$ cat src/rtl/ahb3lite_host_initiator.sv
// Host-side initiator for the AHB3-lite bridge byte protocol: serializes one bus
// request into command bytes and parses the bridge's status/data response bytes.
module ahb3lite_host_initiator #(
  parameter int unsigned TIMEOUT_CYCLES = 65535
) (
  input  logic        CLK,
  input  logic        RESETn,
  input  logic        req_valid,
  output logic        req_ready,
  input  logic        req_write,
  input  logic [1:0]  req_size,
  input  logic [31:0] req_addr,
  input  logic [31:0] req_wdata,
  output logic        rsp_valid,
  output logic        rsp_err,
  output logic        rsp_timeout,
  output logic [31:0] rsp_rdata,
  output logic        fifo_wren,
  input  logic        fifo_wrfull,
  output logic [7:0]  fifo_wrdata,
  output logic        fifo_rden,
  input  logic        fifo_rdempty,
  input  logic [7:0]  fifo_rddata
);

  typedef enum logic [2:0] {
    IDLE, TX_CMD, TX_ADDR, TX_DATA, RX_STAT, RX_DATA, DONE
  } state_t;

  state_t      state_reg;
  logic        write_reg;
  logic [1:0]  size_reg;
  logic [31:0] addr_reg;
  logic [31:0] wdata_reg;
  logic [31:0] shift_reg;
  logic [31:0] tcnt_reg;
  logic [1:0]  idx_reg;
  logic        pend_reg;

  logic        tx_active;
  logic        rx_active;
  logic        timeout_hit;
  logic [31:0] tcnt_inc;

  always_comb begin
    tx_active   = (state_reg == TX_CMD) || (state_reg == TX_ADDR) || (state_reg == TX_DATA);
    rx_active   = (state_reg == RX_STAT) || (state_reg == RX_DATA);
    tcnt_inc    = (tcnt_reg == 32'hFFFF_FFFF) ? tcnt_reg : tcnt_reg + 32'd1;
    timeout_hit = (TIMEOUT_CYCLES != 32'd0) && (tcnt_inc >= TIMEOUT_CYCLES);
    fifo_wren   = tx_active && !fifo_wrfull;
    // No new pop once the abort is decided, so remaining bytes stay in the FIFO.
    fifo_rden   = rx_active && !pend_reg && !fifo_rdempty && !timeout_hit;
    case (state_reg)
      TX_CMD:  fifo_wrdata = {write_reg, 5'b00000, size_reg};
      TX_ADDR: fifo_wrdata = addr_reg[{idx_reg, 3'b000} +: 8];
      TX_DATA: fifo_wrdata = wdata_reg[{idx_reg, 3'b000} +: 8];
      default: fifo_wrdata = 8'h00;
    endcase
  end

  always_ff @(posedge CLK or negedge RESETn) begin
    if (!RESETn) begin
      state_reg   <= IDLE;
      req_ready   <= 1'b0;
      rsp_valid   <= 1'b0;
      rsp_err     <= 1'b0;
      rsp_timeout <= 1'b0;
      rsp_rdata   <= 32'd0;
      write_reg   <= 1'b0;
      size_reg    <= 2'd0;
      addr_reg    <= 32'd0;
      wdata_reg   <= 32'd0;
      shift_reg   <= 32'd0;
      tcnt_reg    <= 32'd0;
      idx_reg     <= 2'd0;
      pend_reg    <= 1'b0;
    end else begin
      rsp_valid <= 1'b0;
      case (state_reg)
        IDLE: begin
          if (req_valid && req_ready) begin
            write_reg   <= req_write;
            size_reg    <= req_size;
            addr_reg    <= req_addr;
            wdata_reg   <= req_wdata;
            shift_reg   <= 32'd0;
            idx_reg     <= 2'd0;
            pend_reg    <= 1'b0;
            rsp_err     <= 1'b0;
            rsp_timeout <= 1'b0;
            rsp_rdata   <= 32'd0;
            req_ready   <= 1'b0;
            state_reg   <= TX_CMD;
          end else begin
            req_ready <= 1'b1;
          end
        end
        TX_CMD: begin
          if (fifo_wren) state_reg <= TX_ADDR;
        end
        TX_ADDR: begin
          if (fifo_wren) begin
            idx_reg <= idx_reg + 2'd1;
            if (idx_reg == 2'd3) begin
              state_reg <= write_reg ? TX_DATA : RX_STAT;
              tcnt_reg  <= 32'd0;
              pend_reg  <= 1'b0;
            end
          end
        end
        TX_DATA: begin
          if (fifo_wren) begin
            idx_reg <= idx_reg + 2'd1;
            if (idx_reg == 2'd3) begin
              state_reg <= RX_STAT;
              tcnt_reg  <= 32'd0;
              pend_reg  <= 1'b0;
            end
          end
        end
        RX_STAT: begin
          tcnt_reg <= tcnt_inc;
          if (fifo_rden) pend_reg <= 1'b1;
          if (pend_reg) begin
            pend_reg <= 1'b0;
            if (fifo_rddata != 8'h00) begin
              rsp_err   <= 1'b1;
              rsp_valid <= 1'b1;
              state_reg <= DONE;
            end else if (write_reg) begin
              rsp_valid <= 1'b1;
              state_reg <= DONE;
            end else begin
              idx_reg   <= 2'd0;
              state_reg <= RX_DATA;
            end
          end else if (timeout_hit) begin
            rsp_timeout <= 1'b1;
            rsp_valid   <= 1'b1;
            state_reg   <= DONE;
          end
        end
        RX_DATA: begin
          tcnt_reg <= tcnt_inc;
          if (fifo_rden) pend_reg <= 1'b1;
          if (pend_reg) begin
            pend_reg  <= 1'b0;
            shift_reg <= {fifo_rddata, shift_reg[31:8]};
            idx_reg   <= idx_reg + 2'd1;
            if (idx_reg == 2'd3) begin
              rsp_rdata <= {fifo_rddata, shift_reg[31:8]};
              rsp_valid <= 1'b1;
              state_reg <= DONE;
            end
          end else if (timeout_hit) begin
            rsp_timeout <= 1'b1;
            rsp_valid   <= 1'b1;
            state_reg   <= DONE;
          end
        end
        DONE: begin
          req_ready <= 1'b1;
          state_reg <= IDLE;
        end
        default: state_reg <= IDLE;
      endcase
    end
  end

endmodule

$ cat config.mk
export PLATFORM = sky130hd
export DESIGN_NAME = ahb3lite_host_initiator
export DESIGN_NICKNAME = d
export VERILOG_FILES = /design/src/rtl/ahb3lite_host_initiator.sv
export SDC_FILE = /design/constraint.sdc
export NUM_CORES = 1
export LEC_CHECK = 0
export ABC_AREA = 1
export BUFFER_PORTS_ARGS = -buffer_cell sky130_fd_sc_hd__buf_2
export CAP_MARGIN = 10
export CORE_MARGIN = 5
export CORE_UTILIZATION = 30
export DETAILED_ROUTE_END_ITERATION = 10
export PLACE_DENSITY = 0.6
export RECOVER_POWER = 50
export REMOVE_ABC_BUFFERS = 1
export SLEW_MARGIN = 10
export SYNTH_ARGS = -nofsm -noshare
export SYNTH_HDL_FRONTEND = slang
export SYNTH_SLANG_ARGS = --single-unit
$ cat constraint.sdc
create_clock -name CLK -period 2.45 [get_ports CLK]
set_input_delay 0.49 -clock CLK [delete_from_list [all_inputs] [get_ports CLK]]
set_output_delay 0.49 -clock CLK [all_outputs]
set_load 0.02 [all_outputs]
# After elaboration in Yosys (flattened, before gate mapping)
# Index checks and enable logic that the tools add are counted.
# op_classes
add_sub_neg	2
order_cmp	1
eq_ne	25
shift	2
muxes	53
reduce_logical	32
# op_table
cell	n
2-to-1 mux 32 bit	7
case mux 32 bit (2 select lines)	3
indexed part select 32 x 6 -> 8 bit	2
2-to-1 mux 3 bit	11
adder 32 x 1 -> 32 bit, second input constant	1
equality test 32 bit, second input constant	1
greater-or-equal comparator 32 x 16 -> 1 bit, second input constant	1
case mux 8 bit (3 select lines)	1
inequality test 2 bit, second input constant	9
case mux 3 bit (6 select lines)	1
2-to-1 mux 1 bit	16
2-to-1 mux 2 bit	8
AND reduction 4 bit	4
inequality test 2 x 1 -> 1 bit, second input constant	7
AND reduction 7 bit	2
nonzero test 2 bit	5
equality test 3 bit, second input constant	3
case mux 1 bit (2 select lines)	4
case mux 2 bit (4 select lines)	1
nonzero test 8 bit	1
equality test 3 x 2 -> 1 bit, second input constant	2
AND reduction 3 bit	2
logical AND 1 bit	5
logical NOT 1 bit	4
11 further kinds	14
# word_totals
regBits	173
out_inout_bits	46
wordCells	129

# Depth between registers and ports, before layout
# depth
ltp_word	8
depth_mapped	16

# Worst setup path before layout
# OpenSTA, ideal clock, no wires.
# synth_timing
path_kind	register to output
startpoint	register state_reg[1]
endpoint	output fifo_wrdata[6]
arrival_ps	2023
required_ps	1960
setup_slack_ps	-63
stages_incl_launch_ff	9
n_path_buf	1
cell_sequence	dfrtp_1 -> inv_1 -> nor2_1 -> nand2_1 -> inv_1 -> buf_2 -> o21ai_0 -> o221a_2 -> a311oi_1
# synth_via
elab_chain_len	2
word_cells_on_any_way	4
# synth_lines
element	line_no	text
from (decl)	30	state_t state_reg;
from (signal assigned)	105	state_reg <= write_reg ? TX_DATA : RX_STAT;
equality test 3 x 2 -> 1 bit / equality test 3 x 1 -> 1 bit (equally long branches)	53	case (state_reg)
case mux 8 bit (3 select lines) (*)	53	
to (decl)	20	output logic [7:0] fifo_wrdata,
# Mark *: on every way between the ends. The rest lies on a longest branch, timed or not.

# Worst setup path in the final report
# layout_timing
startpoint	register tcnt_reg[0]
endpoint	output fifo_rden
# layout_via
elab_chain_len	5
word_cells_on_any_way	6
# layout_lines
element	line_no	text
from (decl)	36	logic [31:0] tcnt_reg;
from (signal assigned)	122	tcnt_reg <= tcnt_inc;
from (signal assigned)	144	tcnt_reg <= tcnt_inc;
adder 32 x 1 -> 32 bit / equality test 32 bit (equally long branches)	48	tcnt_inc = (tcnt_reg == 32'hFFFF_FFFF) ? tcnt_reg : tcnt_reg + 32'd1;
2-to-1 mux 32 bit (*)	48	
greater-or-equal comparator 32 x 16 -> 1 bit (*)	49	timeout_hit = (TIMEOUT_CYCLES != 32'd0) && (tcnt_inc >= TIMEOUT_CYCLES);
logical NOT 1 bit (*)	52	fifo_rden = rx_active && !pend_reg && !fifo_rdempty && !timeout_hit;
logical AND 1 bit (*)	52	
to (decl)	21	output logic fifo_rden,
# Marked as above.

==> results.yml <==
worst_setup_path:
  critical_path.max_stage_delay_ns: 0.42
  critPathRequiredTime_ns: 1.96
  startpoint_type: "flop"
  crit_top_cell: "nor2_4"
  path_class: "reg -> out"
  crit_fanout: 5
  end_kind: "output port"
  crit_slowest_cell: "dfrtp_1"
  crit_arrival_ns: 2.41
  path_cells: "buf_6, inv_4, nor2_4, nand2_4, nor2_4, nand3_2, nand2_2, nand2_2, nor2_2, nand2_1, nor2_2, nand3_2, nor2_4, buf_6"
route:
  drc: 0
  wl_per_cell_um: 14.8
  vias: 8206
  dr.pass1.iters: 5
  vias_per_cell: 4.72
  drt_iter0_markers: 480
  antenna_left: 0
  wl_um: 25600
synth:
  synthArstFlopShare_pct: 100
  synth.distinct_cells: 45
  syn_inst: 1114
  synth_ff_type: "dfrtp_1"
  synth_area_um2: 8650
  yosysSeqAreaShare_pct: 47.7
  yosys.area.top_type: "dfrtp_1"
  ys_warn_count: 0
  yosys-top-cells-area: "dfrtp_1 48%, nand2_1 16%, nor2_1 6.1%"
  synth-edff-count: 0
  synth-seq-cells: 165
  synth_top_area_share_pct: 47.7
  avgSynthCellArea_um2: 7.77
final_layout:
  multi_input_area_um2: 4290
  fin_nets: 1425
  mostFrequentLayoutCells: "351 x nand2_1, 162 x dfrtp_1, 112 x nor2_1"
  antenna_cells: 0
  drive_above_1_share_pct: 30.5
  final_common_cell: "nand2_1"
  register_area_um2: 4130
  area_growth_pct: 34.5
  nFillCells: 2902
min_path:
  hold_class: "in -> reg"
grt:
  track_usage_pct: 15.7
  busiest_layer: "met2"
  grt_util_met3_pct: 3.42
  grtUsageMet2_pct: 25.6
  grt_use_met1_pct: 21.4
  grt_pass1_wl_um: 42400
  grt_max_degree: 70
  antenna_found_initial: 1
  grt_pass1_vias: 8331
  grt_remaining_overflow: 0
sta:
  slew_viol_final: 0
  tightest_slew_ns: 1.44
  min_period_over_period_pct: 118
  setup_viol: 9
  rsz0062_at_grt: "yes"
  finalCriticalPeriod_ns: 2.90
  skew_ns: 0.0163
  setup_tns_ns: -2.15
  setup_ws_ns: -0.452
  hold_violations: 0
  maxSlewHeadroom_pct: 3.76
  clock.fmax_mhz: 345
die:
  start_util_pct: 30.2
  dieWidth_um: 180
  core_um2: 28600
  ios: 126
  rows: 62
  die_y_um: 180
  dieArea_um2: 32300
placement:
  portBuffers: 125
  dp_hpwl_um: 17900
  gp_congestion: 0.938
pwr:
  ir_worst_vdd_mv: 0.590
  internal-power_mw: 6.38
  powerDensity_nw_per_um2: 896
  sw_frac_of_total_pct: 38.7
  total_power_mw: 10.4
  p_seq_share_pct: 36.1
  switchingPower_mw: 4.04
  pwr-share-comb_pct: 38.7
  p_leak_nw: 5.72
  power.share.clock_pct: 25.2
clock_tree:
  clkLatencyLatePin_ns: 0.43
  cts_hold_buf: 0
  cts_buffer_depth: 2
  cts_inserted_buffers: 17
  cts_tree: "done"
  cts-root-buf: "clkbuf_16"
  path_clk_slew_ns: 0.08
  clock_tree.htree_level_count: 4
  cts.sinks: 165
flow_run:
  maxCapViolCount: 0
status:
  violations: "setup timing"
  outcome: "finished with violations"
critical path: cells and delay by family (launching register included):
family | cells | cell delay, ns
AND/OR/NAND/NOR | 11 | 1.23
buffers and inverters | 3 | 0.31
flip-flops | 1 | 0.42
power groups by stage:
stage / combinational, mW / sequential [mW] / clock, mW
after floorplan: 2.03 / 3.78 / 0
after global placement: 3.43 / 3.74 / 0
after detailed placement: 3.48 / 3.76 / 0
after CTS: 3.95 / 3.74 / 2.70
after global routing: 4.49 / 3.84 / 2.82
final: 4.03 / 3.76 / 2.63
per-layer routing:
| metal | vias up | wire length [µm] |
|---|---|---|
| li1 | 4041 | - |
| met1 | 3885 | 11600 |
| met2 | 247 | 12100 |
| met3 | 31 | 1530 |
| met4 | 2 | 345 |
| met5 | - | 7 |
synthesized netlist by cell type, types with 6 or more instances:
cell type,instances
or2_2,7
nor2_4,7
nor2_1,140
dfrtp_1,165
buf_2,11
o21bai_1,7
o21ai_0,77
nand2_1,371
nor2_2,8
a21oi_1,17
nand3_1,66
nand4_1,7
mux2_2,27
inv_1,93
o311ai_0,7
mux2_1,6
o211ai_1,6
clkbuf_1,26
stage by stage:
step / std cells / hold WS, ns / setup WS (ns) / instance area, µm² / utilization (%)
2_1_floorplan: 1069 / 0.194 / -1.98 / 8450 / -
3_3_place_gp: 1669 / 0.447 / -0.128 / 10300 / 36.1
3_5_place_dp: 1669 / 0.451 / -0.105 / 10300 / 36.1
4_1_cts: 1730 / 0.0422 / -0.429 / 11500 / 40.3
5_1_grt: 1737 / 0.240 / -0.581 / 11600 / 40.6
6_report: 1737 / 0.253 / -0.452 / 11600 / 40.6
logic make-up (layout without fill, tap and decap cells):
logic type	Yosys count	in the layout	synth area share, %
and+or+nand+nor	624	624	30.3
DFF	165	165	47.7
buffers and inverters	142	381	6.59
AOI/OAI and AO/OA	140	140	9.85
muxes	33	33	4.29
adders and majority gates	5	5	0.723
xor gates and xnor gates	5	5	0.506
layout make-up:
class	instances	share of cell area (%)
timing repair buffer	252	15.3
tap	384	4.13
inverter	97	3.28
clock buffer	18	3.69
clock inverter	14	1.18
sequential	165	35.5
multi-input combinational	807	36.9
what timing repair did:
action / in CTS / in global routing
setup endpoints to repair: 9 / 20
pin swaps: 32 / 31
hold endpoints to repair: 0 / 0
resized for setup: 110 / 49
gates cloned: 4 / 0
buffers inserted: 27 / 10
worst paths after layout:
check | from | endpoint | slack, ns | cells after the start
max | tcnt_reg[0] | fifo_rden | -0.45 | 14
min reg2reg | addr_reg[14] | addr_reg[14] | 0.47 | 2
min | req_wdata[20] | wdata_reg[20] | 0.25 | 3
max reg2reg | tcnt_reg[13] | pend_reg | 0.09 | 16
max in group asynchronous | RESETn | tcnt_reg[8] | 0.53 | 2
min in group asynchronous | RESETn | wdata_reg[26] | 0.39 | 1
No activity file was read; power rests on OpenSTA's default activity.
